<file path="src/rtl/instr_cache_refill_ctrl.sv">
// ---------------------------------------------------------------------------
// instr_cache_refill_ctrl
//
// Refill controller for the instruction cache. On a fetch miss it latches
// the block-aligned miss address, issues one read request to memory, then
// streams the BEATS 64-bit beats of the block to the cache set as registered
// replacement words, each qualified by ic_repl_grant_o. The fetch stall
// (refill_busy_o) is held from the request until the block is complete.
//
// Ports:
//   clk_i            clock
//   reset_i          asynchronous active-low reset
//   miss_i           OR of the cache-set miss indications for this fetch
//   miss_addr_i      fetch PC that missed
//   flush_i          synchronous abort (pipeline redirect)
//   mem_req_o        read request to memory
//   mem_addr_o       block-aligned request address
//   mem_ack_i        memory accepted the request
//   mem_rvalid_i     read beat valid
//   mem_rdata_i      read beat data (beat 0 = lowest address)
//   ic_repl_grant_o  replacement-word strobe to the cache set
//   rep_word_o       replacement word to the cache set
//   refill_busy_o    high in REQ, FILL and DONE (fetch stall)
//   refill_done_o    one-cycle pulse when the block is complete
// ---------------------------------------------------------------------------
module instr_cache_refill_ctrl #(
    parameter int B      = 64,
    parameter int ADDR_W = 32
) (
    input  logic              clk_i,
    input  logic              reset_i,
    input  logic              miss_i,
    input  logic [ADDR_W-1:0] miss_addr_i,
    input  logic              flush_i,
    output logic              mem_req_o,
    output logic [ADDR_W-1:0] mem_addr_o,
    input  logic              mem_ack_i,
    input  logic              mem_rvalid_i,
    input  logic [63:0]       mem_rdata_i,
    output logic              ic_repl_grant_o,
    output logic [63:0]       rep_word_o,
    output logic              refill_busy_o,
    output logic              refill_done_o
);

    localparam int BEATS = B / 8;
    localparam int CNT_W = $clog2(BEATS);

    // Mask of the byte-offset bits within a block; cleared to align the
    // request address.
    localparam logic [ADDR_W-1:0] OFF_MASK = ADDR_W'(B - 1);
    localparam logic [CNT_W-1:0]  LAST_BEAT = CNT_W'(BEATS - 1);

    typedef enum logic [1:0] {
        IDLE = 2'd0,
        REQ  = 2'd1,
        FILL = 2'd2,
        DONE = 2'd3
    } state_t;

    state_t            state_reg, state_next;
    logic [CNT_W-1:0]  cnt_reg,   cnt_next;
    logic [ADDR_W-1:0] addr_reg,  addr_next;
    logic [63:0]       word_reg,  word_next;
    logic              grant_reg, grant_next;

    // ------------------------------------------------------------------
    // State and datapath registers
    // ------------------------------------------------------------------
    always_ff @(posedge clk_i or negedge reset_i) begin
        if (!reset_i) begin
            state_reg <= IDLE;
            cnt_reg   <= '0;
            addr_reg  <= '0;
            word_reg  <= '0;
            grant_reg <= 1'b0;
        end else begin
            state_reg <= state_next;
            cnt_reg   <= cnt_next;
            addr_reg  <= addr_next;
            word_reg  <= word_next;
            grant_reg <= grant_next;
        end
    end

    // ------------------------------------------------------------------
    // Next-state logic
    // ------------------------------------------------------------------
    always_comb begin
        state_next = state_reg;
        cnt_next   = cnt_reg;
        addr_next  = addr_reg;
        word_next  = word_reg;
        // Grant is a one-cycle echo of an accepted beat; it drops unless a
        // beat is taken this cycle.
        grant_next = 1'b0;

        unique case (state_reg)
            IDLE: begin
                if (miss_i && !flush_i) begin
                    addr_next  = miss_addr_i & ~OFF_MASK;
                    cnt_next   = '0;
                    state_next = REQ;
                end
            end

            REQ: begin
                // Beats are only counted in FILL, so any rvalid seen here,
                // including one coincident with the ack, is discarded.
                if (flush_i) begin
                    cnt_next   = '0;
                    state_next = IDLE;
                end else if (mem_ack_i) begin
                    cnt_next   = '0;
                    state_next = FILL;
                end
            end

            FILL: begin
                if (flush_i) begin
                    cnt_next   = '0;
                    state_next = IDLE;
                end else if (mem_rvalid_i) begin
                    word_next  = mem_rdata_i;
                    grant_next = 1'b1;
                    if (cnt_reg == LAST_BEAT) begin
                        cnt_next   = '0;
                        state_next = DONE;
                    end else begin
                        cnt_next = cnt_reg + CNT_W'(1);
                    end
                end
            end

            DONE: begin
                // Single-cycle state; miss_i and flush_i are not looked at.
                state_next = IDLE;
            end

            default: begin
                cnt_next   = '0;
                state_next = IDLE;
            end
        endcase
    end

    // ------------------------------------------------------------------
    // Outputs: all decoded from registered state, no input feedthrough
    // ------------------------------------------------------------------
    assign mem_req_o       = (state_reg == REQ);
    assign mem_addr_o      = addr_reg;
    assign ic_repl_grant_o = grant_reg;
    assign rep_word_o      = word_reg;
    assign refill_busy_o   = (state_reg != IDLE);
    assign refill_done_o   = (state_reg == DONE);

endmodule

</file>
<file path="config.mk">
export PLATFORM = sky130hd
export DESIGN_NAME = instr_cache_refill_ctrl
export DESIGN_NICKNAME = d
export VERILOG_FILES = /design/src/rtl/instr_cache_refill_ctrl.sv
export SDC_FILE = /design/constraint.sdc
export NUM_CORES = 1
export LEC_CHECK = 0
export CAP_MARGIN = 20
export CORE_MARGIN = 2
export CORE_UTILIZATION = 43
export DETAILED_ROUTE_END_ITERATION = 8
export GPL_TIMING_DRIVEN = 0
export PLACE_DENSITY = 0.85
export SLEW_MARGIN = 40
export SYNTH_ARGS = -nofsm -noshare
export SYNTH_HDL_FRONTEND = slang
export SYNTH_SLANG_ARGS = --single-unit
</file>
<file path="constraint.sdc">
create_clock -name clk_i -period 3.96 [get_ports clk_i]
set_input_delay 0.792 -clock clk_i [delete_from_list [all_inputs] [get_ports clk_i]]
set_output_delay 0.792 -clock clk_i [all_outputs]
set_load 0.005 [all_outputs]
</file>
==> impl_results.md <==
- CP max stage delay: 0.47 ns
- Crit path cell chain: nor2_1, inv_2, clkdlybuf4s50_1
- Slew Viols, Final: 0
- Instance count on the critical path: 3
- Wire per inst: 16.9 um
- Type of the tightest min-delay check: in -> async
- Crit share post-route: 0.602
- Crit path kind: reg -> out
- Setup Skew: 0.0163 ns
- Via Count: 2691
- Clock sink total: 96
- Rows: 35
- Number of detailed-route iterations in the first pass: 4
- Synthesized area per cell: 17.1 sq um
- Largest net degree at the start of global routing: 60
- Clock root cell: clkbuf_8
- Post-route cell area: 0.00628 sq mm
- Sequential cell area fraction in the yosys report: 0.598
- Achievable frequency: 0.419 GHz
- Antenna cells: 0
- Power Dens Cells: 504 mW/mm^2
- MaxCap Viol Count: 0
- Unrepaired setup endpoints after global routing: no
- R2R Path End: mem_addr_o[25]
- Post-CTS Hold Fix Bufs: 0
- Global-route wire length before repair: 15.1 mm
- Reg2reg path depth: 5
- Clock power frac: 0.187
- Antenna violations before repair: 0
- CTS Buf Count: 9
- Post-CTS setup buffer count: 0
- DR iter-0 viols: 64
- Remaining antenna violation count: 0
- Logic pwr share: 0.367
- Synth Register Bits: 96
- Number of library cell types mapped by synthesis: 31
- Yosys warning count: 0
- Crit path max fanout: 7
- Reg-to-reg slack, setup: 2.21 ns
- Slowest stage cell, crit path: dfrtp_1
- Reg2reg start: state_reg[1]
- H-tree Lvls: 3
- Outcome: finished clean
- Layout cells sized above 1: 0.278
- Crit. End Element: output port
- Vias/cell: 4.83
- Pre-CTS WS: 1.43 ns
- Core Region: 0.00915 sq mm
- Area after DPL: 0.00610 sq mm
- Fin crit period: 2.38 ns
- Post-DP HPWL: 7.17 mm
- RD Place Congestion: 0.846
- I/O pins: 202
- Area Growth Syn to Fin: 56.2%
- Worst EP arrival: 1.59 ns
- Sw Pwr: 794 uW
- Die W: 101 um
- Post-CTS Resized: 0
- Clock slew at reported path FFs: 0.10 ns
- Clk Latency, worst-skew pair: 0.34 ns
- Total gr overflow: 0
- Leakage Power: 0.00272 uW
- Final hold vios: 0
- PnR worst setup slack: 1.58 ns
- CP required: 3.17 ns
- Layout net count: 545
- Max reg flops: 64
- CTS max path bufs: 2
- DRC violations left: 0
- GR Util All Layers: 0.193
- Initial core utilization: 0.439
- Int Power: 2370 uW
- CP Buf/Inv Count: 2
- Total die area: 0.0101 sq mm
- # port buffers: 189
- Sw frac: 0.251
- CTS tree: built
- Final setup fails: 0
- WL final: 9.43 mm
- Sequential fraction of design power: 0.447
- Mapped Cells: 235
- Worst vdd rail ir drop: 0.290 mV
- CP Launch Type: register
- Delay-heaviest family, CP: buffers and inverters
- Vias in the first global route: 2945
- Die Ht: 101 um
- Cell area after synthesis: 0.00402 sq mm
area by class of cell:
type,count,area (sq um)
plain buffers,16,185
clock buffers,11,141
clock inverters,5,38.8
fillers,656,2870
inverters,1,3.75
multi-input cells,127,1450
flip-flops and latches,96,2400
well taps,111,139
repair buffers,190,1920
Yosys cell counts:
library cell | count | share of area
nor2_2 | 1 | 0.0016
dfrtp_1 | 96 | 0.60
nand2_1 | 2 | 0.0019
ha_1 | 2 | 0.0062
nor2b_1 | 1 | 0.0016
and2_1 | 2 | 0.0031
buf_12 | 5 | 0.025
o211a_1 | 1 | 0.0025
buf_4 | 8 | 0.015
a2111oi_0 | 1 | 0.0022
buf_8 | 1 | 0.0037
nor4b_1 | 1 | 0.0022
inv_2 | 1 | 0.00093
nand2b_1 | 1 | 0.0016
a21oi_1 | 1 | 0.0012
mux2_4 | 49 | 0.18
or2b_1 | 1 | 0.0019
mux2_2 | 36 | 0.10
nor4_1 | 1 | 0.0016
nor2_4 | 1 | 0.0028
nand2b_4 | 1 | 0.0034
buf_2 | 2 | 0.0025
a31o_2 | 1 | 0.0022
o211ai_1 | 1 | 0.0019
mux2_1 | 7 | 0.020
o21ai_0 | 1 | 0.0012
nor2_1 | 4 | 0.0037
and2_4 | 1 | 0.0022
conb_1 | 1 | 0.00093
a32o_1 | 1 | 0.0025
nor3_1 | 3 | 0.0037
layout by cell type, fill, tap and decap left out, drive strengths merged:
master / instances
clkdlybuf4s50: 188
dfrtp: 96
mux2: 92
buf: 18
clkbuf: 11
conb: 6
nor2: 6
nor3: 3
and2: 3
inv: 3
nand2: 2
ha: 2
nand2b: 2
clkinv: 2
nor2b: 1
nor4: 1
or2b: 1
o21ai: 1
o211a: 1
a2111oi: 1
a31o: 1
nor4b: 1
a21oi: 1
o211ai: 1
a32o: 1
clkinvlp: 1
worst max path at each step:
stage | endpoint | startpoint | slack, ns
after global routing | refill_busy_o | state_reg[1] | 1.52
final | refill_busy_o | state_reg[1] | 1.58
after global placement | rep_word_o[25] | reset_i | -1.36
after CTS | refill_busy_o | state_reg[1] | 1.57
after detailed placement | cnt_reg[1] | flush_i | 1.43
after floorplan | cnt_reg[0] | flush_i | 2.14
stage by stage:
step / utilization / setup TNS, ns / cells / power, uW / hold WS [ns]
floorplan: - / 0 / 240 / 1820 / 0.472
global placement: 0.663 / -130.16 / 540 / 2550 / 0.472
detailed placement: 0.666 / 0 / 541 / 2600 / 0.477
CTS: 0.686 / 0 / 557 / 3200 / 0.333
global route: 0.686 / 0 / 557 / 3350 / 0.336
finish: 0.686 / 0 / 557 / 3160 / 0.334
kinds of logic (layout without fill, tap and decap cells):
family	after synthesis	in the layout	share of synthesized area
AOI/OAI and AO/OA	7	7	0.0137
muxes	92	92	0.303
and+or+nand+nor	20	20	0.0311
buffers and inverters	17	223	0.0470
other	1	6	0.000933
DFF	96	96	0.598
adders and majority gates	2	2	0.00622
power groups by stage:
| stage | Combinational, uW | Clock [uW] | Sequential, uW |
|---|---|---|---|
| finish | 1160 | 590 | 1410 |
| global route | 1240 | 658 | 1450 |
| CTS | 1170 | 613 | 1420 |
| detailed placement | 1160 | 0 | 1430 |
| global placement | 1140 | 0 | 1420 |
| floorplan | 377 | 0 | 1440 |
metal layers:
metal	vias up	global-route usage	part of all wire
li1	1227	-	-
met1	1325	0.236	0.40
met2	127	0.331	0.50
met3	12	0.0562	0.080
met4	0	0.0548	0.014
met5	-	0	0
worst register-to-register path: cells and delay by family, from the launching register on:
family | cells | cell delay, ns
buffers and inverters | 2 | 0.32
flip-flops | 1 | 0.47
multiplexers | 1 | 0.35
AND/OR/NAND/NOR | 2 | 0.48
Power figures use the tool's default switching activity.
